`src/rtl/fetch_pc_unit_if.sv`:
```
// Fetch-side bundle: PC/prediction towards the predictor and instruction buffer,
// plus execute-stage branch resolution coming back.
interface fetch_pc_unit_if #(
    parameter int unsigned XLEN = 32
);
    logic [XLEN-1:0] PC;
    logic            predict_taken;
    logic            fetch_valid;
    logic            fetch_ready;
    logic            fetch_pred_taken;
    logic [XLEN-1:0] fetch_pred_target;
    logic            ex_branch;
    logic [XLEN-1:0] ex_PC;
    logic            ex_taken;
    logic [XLEN-1:0] ex_target;
    logic            ex_mispredict;

    modport master (
        output PC, fetch_valid, fetch_pred_taken, fetch_pred_target,
        input  predict_taken, fetch_ready, ex_branch, ex_PC, ex_taken, ex_target, ex_mispredict
    );

    modport slave (
        input  PC, fetch_valid, fetch_pred_taken, fetch_pred_target,
        output predict_taken, fetch_ready, ex_branch, ex_PC, ex_taken, ex_target, ex_mispredict
    );
endinterface

```
`src/rtl/fetch_pc_unit.sv`:
```
// Fetch PC generator: holds the fetch PC, predicts taken branches through a direct-mapped BTB
// (built only when FETCH_BTB_EN is defined) and redirects on execute-stage mispredicts.
module fetch_pc_unit #(
    parameter int unsigned     BTB_ENTRIES = 16,
    parameter int unsigned     XLEN        = 32,
    parameter logic [XLEN-1:0] RESET_PC    = '0
) (
    input logic             clock,
    input logic             reset,
    fetch_pc_unit_if.master bus
);
    localparam logic [1:0] StBoot  = 2'd0;
    localparam logic [1:0] StRun   = 2'd1;
    localparam logic [1:0] StFlush = 2'd2;

    logic [1:0]      state_q, state_d;
    logic [XLEN-1:0] pc_q, pc_d;
    logic            fetch_valid;
    logic            transfer;
    logic            pred_taken;
    logic [XLEN-1:0] pred_target;

    assign fetch_valid = (state_q == StRun);
    assign transfer    = fetch_valid & bus.fetch_ready;

`ifdef FETCH_BTB_EN
    localparam int unsigned IdxW = $clog2(BTB_ENTRIES);
    localparam int unsigned TagW = XLEN - IdxW - 2;

    logic [BTB_ENTRIES-1:0] btb_valid_q;
    logic [TagW-1:0]        btb_tag_q    [BTB_ENTRIES];
    logic [XLEN-1:0]        btb_target_q [BTB_ENTRIES];
    logic [IdxW-1:0]        rd_idx, wr_idx;
    logic                   btb_hit;
    logic                   btb_write;

    assign rd_idx      = pc_q[IdxW+1:2];
    assign wr_idx      = bus.ex_PC[IdxW+1:2];
    assign btb_hit     = btb_valid_q[rd_idx] && (btb_tag_q[rd_idx] == pc_q[XLEN-1:IdxW+2]);
    assign btb_write   = bus.ex_branch & bus.ex_taken;
    assign pred_taken  = fetch_valid & btb_hit & bus.predict_taken;
    assign pred_target = pred_taken ? btb_target_q[rd_idx] : '0;

    always_ff @(posedge clock or negedge reset) begin
        if (!reset) begin
            btb_valid_q <= '0;
        end else if (btb_write) begin
            btb_valid_q[wr_idx] <= 1'b1;
        end
    end

    // Tag and target are only observed behind a valid bit, so they carry no reset.
    always_ff @(posedge clock) begin
        if (btb_write) begin
            btb_tag_q[wr_idx]    <= bus.ex_PC[XLEN-1:IdxW+2];
            btb_target_q[wr_idx] <= bus.ex_target;
        end
    end
`else
    logic unused_btb_inputs;
    assign unused_btb_inputs = bus.predict_taken ^ bus.ex_branch;
    assign pred_taken        = 1'b0;
    assign pred_target       = '0;
`endif

    always_comb begin
        state_d = state_q;
        pc_d    = pc_q;
        if (bus.ex_mispredict) begin
            pc_d    = bus.ex_taken ? bus.ex_target : bus.ex_PC + XLEN'(4);
            state_d = StFlush;
        end else if (state_q == StRun) begin
            if (transfer) begin
                pc_d = pred_taken ? pred_target : pc_q + XLEN'(4);
            end
        end else begin
            state_d = StRun;
        end
    end

    always_ff @(posedge clock or negedge reset) begin
        if (!reset) begin
            state_q <= StBoot;
            pc_q    <= RESET_PC;
        end else begin
            state_q <= state_d;
            pc_q    <= pc_d;
        end
    end

    assign bus.PC                = pc_q;
    assign bus.fetch_valid       = fetch_valid;
    assign bus.fetch_pred_taken  = pred_taken;
    assign bus.fetch_pred_target = pred_target;
endmodule

```
`src/flat_wrapper.sv`:
```
// flat-port wrapper written by rule: the top's interface ports become plain ports
module fetch_pc_unit_flat 
#(
    parameter int unsigned     BTB_ENTRIES = 16,
    parameter int unsigned     XLEN        = 32,
    parameter logic [XLEN-1:0] RESET_PC    = '0
)
  (clock, reset, bus_PC, bus_fetch_valid, bus_fetch_pred_taken, bus_fetch_pred_target, bus_predict_taken, bus_fetch_ready, bus_ex_branch, bus_ex_PC, bus_ex_taken, bus_ex_target, bus_ex_mispredict);
  fetch_pc_unit_if #(.XLEN(XLEN)) bus_i ();
  input logic clock;
  input logic reset;
  output wire logic [$bits(bus_i.PC)-1:0] bus_PC;
  output wire logic [$bits(bus_i.fetch_valid)-1:0] bus_fetch_valid;
  output wire logic [$bits(bus_i.fetch_pred_taken)-1:0] bus_fetch_pred_taken;
  output wire logic [$bits(bus_i.fetch_pred_target)-1:0] bus_fetch_pred_target;
  input wire logic [$bits(bus_i.predict_taken)-1:0] bus_predict_taken;
  input wire logic [$bits(bus_i.fetch_ready)-1:0] bus_fetch_ready;
  input wire logic [$bits(bus_i.ex_branch)-1:0] bus_ex_branch;
  input wire logic [$bits(bus_i.ex_PC)-1:0] bus_ex_PC;
  input wire logic [$bits(bus_i.ex_taken)-1:0] bus_ex_taken;
  input wire logic [$bits(bus_i.ex_target)-1:0] bus_ex_target;
  input wire logic [$bits(bus_i.ex_mispredict)-1:0] bus_ex_mispredict;
  assign bus_PC = bus_i.PC;
  assign bus_fetch_valid = bus_i.fetch_valid;
  assign bus_fetch_pred_taken = bus_i.fetch_pred_taken;
  assign bus_fetch_pred_target = bus_i.fetch_pred_target;
  assign bus_i.predict_taken = bus_predict_taken;
  assign bus_i.fetch_ready = bus_fetch_ready;
  assign bus_i.ex_branch = bus_ex_branch;
  assign bus_i.ex_PC = bus_ex_PC;
  assign bus_i.ex_taken = bus_ex_taken;
  assign bus_i.ex_target = bus_ex_target;
  assign bus_i.ex_mispredict = bus_ex_mispredict;
  fetch_pc_unit #(.BTB_ENTRIES(BTB_ENTRIES), .XLEN(XLEN), .RESET_PC(RESET_PC)) u_core (.clock(clock), .reset(reset), .bus(bus_i));
endmodule
```
`config.mk`:
```
export PLATFORM = sky130hd
export DESIGN_NAME = fetch_pc_unit_flat
export DESIGN_NICKNAME = d
export VERILOG_FILES = /design/src/rtl/fetch_pc_unit_if.sv /design/src/rtl/fetch_pc_unit.sv /design/src/flat_wrapper.sv
export SDC_FILE = /design/constraint.sdc
export NUM_CORES = 1
export LEC_CHECK = 0
export CAP_MARGIN = 20
export CORE_ASPECT_RATIO = 1.25
export CORE_MARGIN = 2
export CORE_UTILIZATION = 58
export DETAILED_ROUTE_END_ITERATION = 8
export DONT_BUFFER_PORTS = 1
export MAX_ROUTING_LAYER = met4
export PLACE_DENSITY = 0.73
export SETUP_SLACK_MARGIN = 0.2
export SYNTH_ARGS = -nofsm -noshare
export SYNTH_HDL_FRONTEND = slang
export SYNTH_SLANG_ARGS = --single-unit
```
`constraint.sdc`:
```
create_clock -name clock -period 1.93 [get_ports clock]
set_input_delay 0.193 -clock clock [delete_from_list [all_inputs] [get_ports clock]]
set_output_delay 0.193 -clock clock [all_outputs]
set_load 0.005 [all_outputs]
```
# Yosys cells after proc, flatten, opt, wreduce, memory -nomap -nowiden

Index checks and enable logic that the tools add are counted.

$add $sub $neg: 2
Equality and inequality tests: 2
Multiplexer cells: 6
Bitwise logic cells: 1
Reductions and logical operators: 3

Operators with widths:

| cell                    | count |
|---|---|
| $mux W32                | 4 |
| $add A32 B3 Y32 const B | 2 |
| $mux W2                 | 2 |
| $reduce_bool A2 Y1      | 2 |
| $eq A2 B1 Y1 const B    | 1 |
| $ne A2 B2 Y1 const B    | 1 |
| $reduce_and A2 Y1       | 1 |
| $and A1 B1 Y1           | 1 |

Register bits after elaboration: 34
Output and inout bits: 66
Logic and storage cells: 16

# Depth between registers and ports, before layout

Gate-level depths: netlist of the first run.

Word-level depth: 5
Depth in mapped cells: 7
Gate-level depth less buffers: 6

# Worst setup path before layout of the first run

Ideal clock, no wire load.

Kind: register to register
Start point: register u_core.state_q[1]
End point: register u_core.pc_q[25], in the netlist u_core.bus.PC[25]
Setup time: 0.066 ns
Data arrival time: 2.005 ns
Setup slack: -0.141 ns
Stages on the path, launching flop included: 7
Path buffers: 1
Clock period less this slack: 2.071 ns
Cell sequence: dfrtp_1 > nand3b_1 > or4_1 > buf_2 > or4_1 > a21oi_1 > a221o_1

Longest elaborated chain between the ends: 4
Elaborated cells on any way between the ends: 5
Those cells by class: eq/ne: 1; bitwise: 1; reduce/logical: 3

Ends and longest elaborated chain:

| what                                 | RTL line                                 | source |
|---|---|---|
| start: declaration                   | fetch_pc_unit.sv:16                      | `logic [1:0] state_q, state_d;` |
| start signal: assignment             | fetch_pc_unit.sv:83                      | `state_q <= StBoot;` |
| start signal: assignment             | fetch_pc_unit.sv:86                      | `state_q <= state_d;` |
| $eq A2 B1 Y1 *                       | fetch_pc_unit.sv:23, fetch_pc_unit.sv:72 |  |
| $and A1 B1 Y1                        | fetch_pc_unit.sv:24                      | `assign transfer = fetch_valid & bus.fetch_ready;` |
| $reduce_bool A2 Y1 (no source line)  | --                                       |  |
| $reduce_and A2 Y1 (no source line) * | --                                       |  |
| end signal: assignment               | fetch_pc_unit.sv:87                      | `pc_q <= pc_d;` |
| end: declaration                     | fetch_pc_unit.sv:17                      | `logic [XLEN-1:0] pc_q, pc_d;` |

Mark *: on every way between the ends. The rest lies on a longest branch, timed or not.
A chain may end at the register's enable or synchronous reset.

# Worst setup path after layout of the first run

Start point: register u_core.pc_q[7], in the netlist u_core.bus.PC[7]
End point: register u_core.pc_q[25], in the netlist u_core.bus.PC[25]

Longest elaborated chain between the ends: 4

Ends and longest elaborated chain:

| what            | RTL line            | source |
|---|---|---|
| $add A32 B3 Y32 | fetch_pc_unit.sv:74 | `pc_d = pred_taken ? pred_target : pc_q + XLEN'(4);` |
| $mux W32        | fetch_pc_unit.sv:73 | `if (transfer) begin` |
| $mux W32        | fetch_pc_unit.sv:72 | `end else if (state_q == StRun) begin` |
| $mux W32        | fetch_pc_unit.sv:69 | `if (bus.ex_mispredict) begin` |

Every way passes these cells. The select of a mux whose other input is x is not followed.

==> results of run 1 <==
## registers in the layout, indices dropped and copies added, names as in the netlist
name / count
u_core.bus.PC: 32
u_core.state_q: 2
## power groups by stage
stage | clock (uW) | combinational [uW] | sequential, uW
after floorplan | 0 | 315 | 891
after global placement | 0 | 418 | 866
after detailed placement | 0 | 425 | 871
after CTS | 671 | 466 | 857
after global routing | 699 | 539 | 870
final | 674 | 487 | 856
## stage by stage
stage | utilization [%] | setup TNS, ps
global placement | 63.5 | -4.23
floorplan | - | 0
CTS | 68.5 | -13.1
detailed placement | 63.5 | -16.5
finish | 70.9 | -149
global route | 70.9 | -456
## layer usage
metal	up-vias	track usage (%)	share of wire (%)
li1	1369	-	-
met1	1378	38.9	41
met2	171	46.2	48
met3	18	7.24	9.4
met4	0	7.82	2.0
met5	-	-	0
## cells in the mapped netlist, types with 4 or more instances
cell type   n  share of area, %
nand3_1    22               3.7
and3_1      6               1.2
inv_1       6              0.75
nor3_1     20               3.3
nor4_1      7               1.5
nor2_1     20               2.5
a21oi_1     7               1.2
nor2b_1     6               1.2
xor2_1     19               5.5
o21ai_0    18               3.0
o211a_1     4               1.3
buf_4      33               8.2
nand4_1    16               3.3
mux2i_1    10               3.3
o22ai_1     8               1.7
and4_1      8               2.3
clkbuf_1   13               1.6
o211ai_1    9               2.2
dfrtp_1    34                28
and2_1      4              0.83
nand2_1    36               4.5
xnor2_1    22               6.4
## critical path: stages (launching register included)
cell	delay, ps
dfrtp_1	350
nand4_1	180
or4_4	570
buf_6	160
or4_4	410
a21oi_2	150
a221o_1	120
## cell type report
class | instances | area share, %
Clock buffer | 5 | 1.92
Sequential cell | 34 | 23.8
Inverter | 6 | 0.630
Multi-Input combinational cell | 314 | 58.4
Tap cell | 62 | 2.17
Timing Repair Buffer | 50 | 11.8
Clock inverter | 3 | 1.26
## worst max-delay path by stage
stage / start / end / slack, ps / cells after the start
floorplan: u_core.bus.PC[5] / u_core.bus.PC[25] / 10 / 6
global placement: u_core.state_q[1] / u_core.bus.PC[25] / -4 / 6
detailed placement: u_core.state_q[1] / u_core.bus.PC[25] / -10 / 6
CTS: u_core.state_q[1] / u_core.bus.PC[25] / -10 / 6
global route: u_core.bus.PC[7] / u_core.bus.PC[25] / -120 / 6
finish: u_core.bus.PC[7] / u_core.bus.PC[25] / -80 / 6
## repair_timing
action,CTS,global route
hold endpoints to repair,41,2
buffers inserted,5,5
pin swaps,5,13
setup endpoints to repair,14,23
resized for setup,15,18
hold buffers,3,1
## cell families (layout without fill, tap and decap cells)
kind of cell / after synthesis / count (layout) / synth area share (%)
buffers and inverters: 56 / 64 / 11.2
DFF: 34 / 34 / 28.2
muxes: 11 / 11 / 3.70
adders and majority gates: 2 / 2 / 0.830
other: 1 / 33 / 0.124
xor gates and xnor gates: 41 / 41 / 11.9
AOI/OAI and AO/OA: 67 / 67 / 15.3
and+or+nand+nor: 160 / 160 / 28.7
## cell usage in the layout (no fill, tap or decap), drive strengths merged, types with 18 or more instances in the layout
| cell type | n |
|---|---|
| buf | 47 |
| nand2 | 36 |
| dfrtp | 34 |
| conb | 33 |
| nand3 | 22 |
| xnor2 | 22 |
| nor2 | 20 |
| nor3 | 20 |
| xor2 | 19 |
| o21ai | 18 |
==> results.md, run 1 <==
* Hold/Removal Path Class: primary input to flop
* Final WS setup at -77.4 ps
* Hold Crit Depth at 1
* Core ar. at 0.00504 mm2
* Root Driver: clkbuf_8
* Final ANT Viol Nets at 0
* Critical R2R Capture: u_core.bus.PC[25]
* Tot Pwr at 2020 uW
* Multi-input logic area at 0.00209 mm2
* Clock Latency Late Sink at 290 ps
* Layout cells sized above 1 at 19.9%
* Gr usage total at 30.0%
* Netlist cell types at 50
* Nets at 484
* Die X at 68.5 um
* Failing checks: setup timing
* Clock-pin transition on the worst setup and hold timing paths at 80 ps
* R2r startpoint: u_core.bus.PC[7]
* Relative slew slack at 65.7%
* Sequential standard cell area at 851 um2
* DP Worst Slack at -14.6 ps
* CP endpoint kind: flop
* Clock skew at 2.29 ps
* Clock power frac at 33.4%
* Initial DRC count at 238
* Drt total wl at 8.50 mm
* Final setup viols at 3
* Largest net degree at the start of global routing at 46
* Row count at 29
* Worst slew pin tran at 510 ps
* Max cap viols at 0
* DRC Markers at 0
* Top FF cell, synth: dfrtp_1
* Internal power at 1400 uW
* Sequential area share after synthesis at 28.2%
* Drt wl/cell at 17.9 um
* Reg2Reg Depth at 6
* Hold Worst Slack at 0.543 ps
* Vias in the first global route at 2803
* Post-layout minimum cycle time at 2010 ps
* Fin. max-slew vios at 0
* Syn Area/Cell at 8.10 um2
* Via count at 2936
* Max frequency at 0.498 GHz
* Clock Sinks at 34
* Startpoint Class: flop
* Pre-antenna DRT Iters at 7
* Power density cells at 564 mW/mm2
* Final Hold Viols at 0
* Initial cell density of the core at 59.7%
* WP data arrival at 2240 ps
* Synth-to-Final Area Change at 18.7%
* Number of synthesized flops with an enable pin at 0
* Fin cells at 474
* Sw frac at 30.4%
* Inserted Diodes at 0
* DP Area at 0.00320 mm2
* Total gr overflow at 0
* First-pass GRT wire length at 12.9 mm
* Post-Syn Area at 0.00301 mm2
* Worst-case vdd ir drop at 0.301 mV
* Final instance area at 0.00358 mm2
* Vias per cell at 6.19
* Post-synthesis sequential element count at 34
* IO buf count at 0
* Fill cells at 385
* Reg2reg setup slack at -80 ps
* CP max FO at 8
* Placed insts at 452
* Req. time, crit path at 2160 ps
* Hpwl dp at 6.13 mm
* Lkg Pwr at 0.00148 uW
* Sequential Power Share at 42.4%
* Initial antenna violation count at 0
* Crit path kind: flop to flop
* Hold Path Sink: u_core.bus.PC[18]
* CTS tree: done
* Longest Clk Path Bufs at 2
* Die Height at 84.6 um
* Net switching power at 614 uW
* Mapped Cells at 372
* Top Ports at 137
* Comb power frac at 24.1%
* Yosys warns at 0
* Global placer's final weighted congestion at 0.913
* RSZ-0062 raised after global routing: true
* Async SR Flop Fraction at 100%
* Hold wc startpoint: bus_ex_mispredict
* Crit share post-route at 104%
* TritonCTS Buffers at 5
* H-tree depth at 2
* Die area at 0.00579 mm2
* Status: finished, violations left
Note: power is estimated with default switching activity, not from simulation.
==> inputs of run 2 (changes only) <==
Settings changed: PLACE_DENSITY 0.73 to 0.79.
==> run 2 against run 1 <==
The run ends with hold timing, setup timing left; die area did not move; clock power fell by 17%; count of clock-buffer cells in the layout rose by 2; global-route usage rose by 0.63 points; highest routed layer unchanged.
==> results.md, run 2 (synthesis gave the netlist of run 1 again) <==
* R2r startpoint: u_core.state_q[1]
* Wl on met1 at 3.57 mm
* Reg2Reg Depth at 6
* Crit share post-route at 101%
* Hold Worst Slack at -4.12 ps
* Crit path kind: flop to flop
* Tot Pwr at 1910 uW
* Initial DRC count at 334
* Final instance area at 0.00358 mm2
* CTS tree: done
* Global placer's final weighted congestion at 0.942
* Root Driver: clkbuf_8
* Initial antenna violation count at 0
* Total gr overflow at 0
* Layout cells sized above 1 at 20.6%
* Hpwl dp at 6.24 mm
* DRC Markers at 0
* Worst-case vdd ir drop at 0.293 mV
* Max cap viols at 0
* Worst Setup EP: u_core.bus.PC[17]
* Fill cells at 385
* IO buf count at 0
* Largest net degree at the start of global routing at 47
* Commonest non-fill, non-tap cell in the layout: buf_4
* Die Height at 84.6 um
* Internal power at 1300 uW
* Gr usage total at 30.6%
* DR WL met3 at 903 um
* Comb power frac at 25.4%
* Sequential Power Share at 45.2%
* Failing checks: hold timing, setup timing
* Max frequency at 0.514 GHz
* Hold/Removal Path Class: primary input to flop
* Nets at 484
* WP data arrival at 2110 ps
* Clock power frac at 29.3%
* Pre-antenna DRT Iters at 5
* First-pass GRT wire length at 13.2 mm
* Post-layout minimum cycle time at 1950 ps
* Synth-to-Final Area Change at 18.8%
* H-tree depth at 2
* Inserted Diodes at 0
* Setup TNS at -15.3 ps
* CP max FO at 5
* Die area at 0.00579 mm2
* Clock Sinks at 34
* Drt wl/cell at 19.2 um
* Core Util, Final at 71.0%
* Sw frac at 32.0%
* Longest Clk Path Bufs at 2
* Vias in the first global route at 2828
* Vias per cell at 6.44
* Req. time, crit path at 2100 ps
* Initial cell density of the core at 59.7%
* Clock skew at 10.5 ps
* Worst slew pin tran at 545 ps
* Final setup viols at 1
* Final Hold Viols at 1
* DP Area at 0.00320 mm2
* Final ANT Viol Nets at 0
* Status: finished, violations left
* Uppermost routed layer: met4
* Relative slew slack at 63.5%
* Net switching power at 611 uW
* CP endpoint kind: flop
* Clock-pin transition on the worst setup and hold timing paths at 80 ps
* Reg2reg setup slack at -20 ps
* Lkg Pwr at 0.00149 uW
* Core ar. at 0.00504 mm2
* Row count at 29
* Met2 WL post-DR at 4.29 mm
* Die X at 68.5 um
* Max reg flops at 32
* Final WS setup at -15.3 ps
* Via count at 3053
* Drt total wl at 9.10 mm
* Fin. max-slew vios at 0
* Clock Latency Late Sink at 290 ps
* Crit. Startpoint: u_core.state_q[1]
* Startpoint Class: flop
* TritonCTS Buffers at 5
* RSZ-0062 raised after global routing: true
* Critical R2R Capture: u_core.bus.PC[17]
* Top Ports at 137
* Most frequent cells in the layout: buf_4 (40), nand2_1 (34), dfrtp_1 (34)
* Power density cells at 534 mW/mm2
==> run 2: cell count changes in the layout (fill, tap and decap cells not counted), moves of 2 or more <==
cell / previous run / this run
buf_6: 4 / 7
nor3_4: 3 / 5
nor3_1: 17 / 14
clkinvlp_4: 2 / 0
==> run 2: power by group through the flow <==
stage	sequential, uW	clock, uW	combinational, uW
6_report	864	560	486
5_1_grt	872	584	531
4_1_cts	860	550	449
3_5_place_dp	874	0	418
3_3_place_gp	869	0	406
2_1_floorplan	891	0	315
==> run 2: worst min path at each step <==
stage	from	slack (ps)	depth (start not counted)	to
CTS	bus_ex_mispredict	4	1	u_core.bus.PC[8]
global placement	reset	-100	0	u_core.bus.PC[0]
floorplan	reset	-100	0	u_core.bus.PC[0]
finish	bus_ex_mispredict	-4	1	u_core.bus.PC[6]
detailed placement	reset	-100	0	u_core.bus.PC[0]
global route	bus_ex_mispredict	8	1	u_core.bus.PC[6]
==> run 2: layout make-up <==
cell class	instances	area (um2)	share of cell area, %
multi-input combinational	314	2120	59.2
sequential	34	851	23.8
timing repair buffer	50	419	11.7
clock buffer	7	86.3	2.41
tap	62	77.6	2.17
inverter	6	22.5	0.629
clock inverter	1	5.00	0.140
==> run 2: layer usage <==
layer / up-vias / GRT usage, %
li1: 1371 / -
met1: 1443 / 40.7
met2: 197 / 44.1
met3: 42 / 6.84
met4: 0 / 13.1
met5: - / -
==> run 2: critical path, cell delays in order, from the launching register on <==
cell	delay, ps
dfrtp_1	370
nand3b_1	190
or4_4	550
buf_6	150
o211a_1	240
a31oi_1	200
o211ai_1	120
==> run 2: what timing repair did <==
item | CTS | global route
buffers inserted | 3 | 6
hold buffers | 3 | 0
setup endpoints to repair | 14 | 23
gates cloned | 0 | 1
pin swaps | 2 | 26
gates resized for setup | 10 | 33
endpoints found under the hold margin | 40 | 0
==> run 2: stage by stage <==
step                      instances  hold slack, ps  setup WS [ps]
after global placement          453            -102           8.50
after floorplan                 404            -103           10.6
after detailed placement        453            -102          -44.8
after CTS                       467            3.55           37.4
final                           474           -4.12          -15.3
after global routing            474            8.14          -78.8
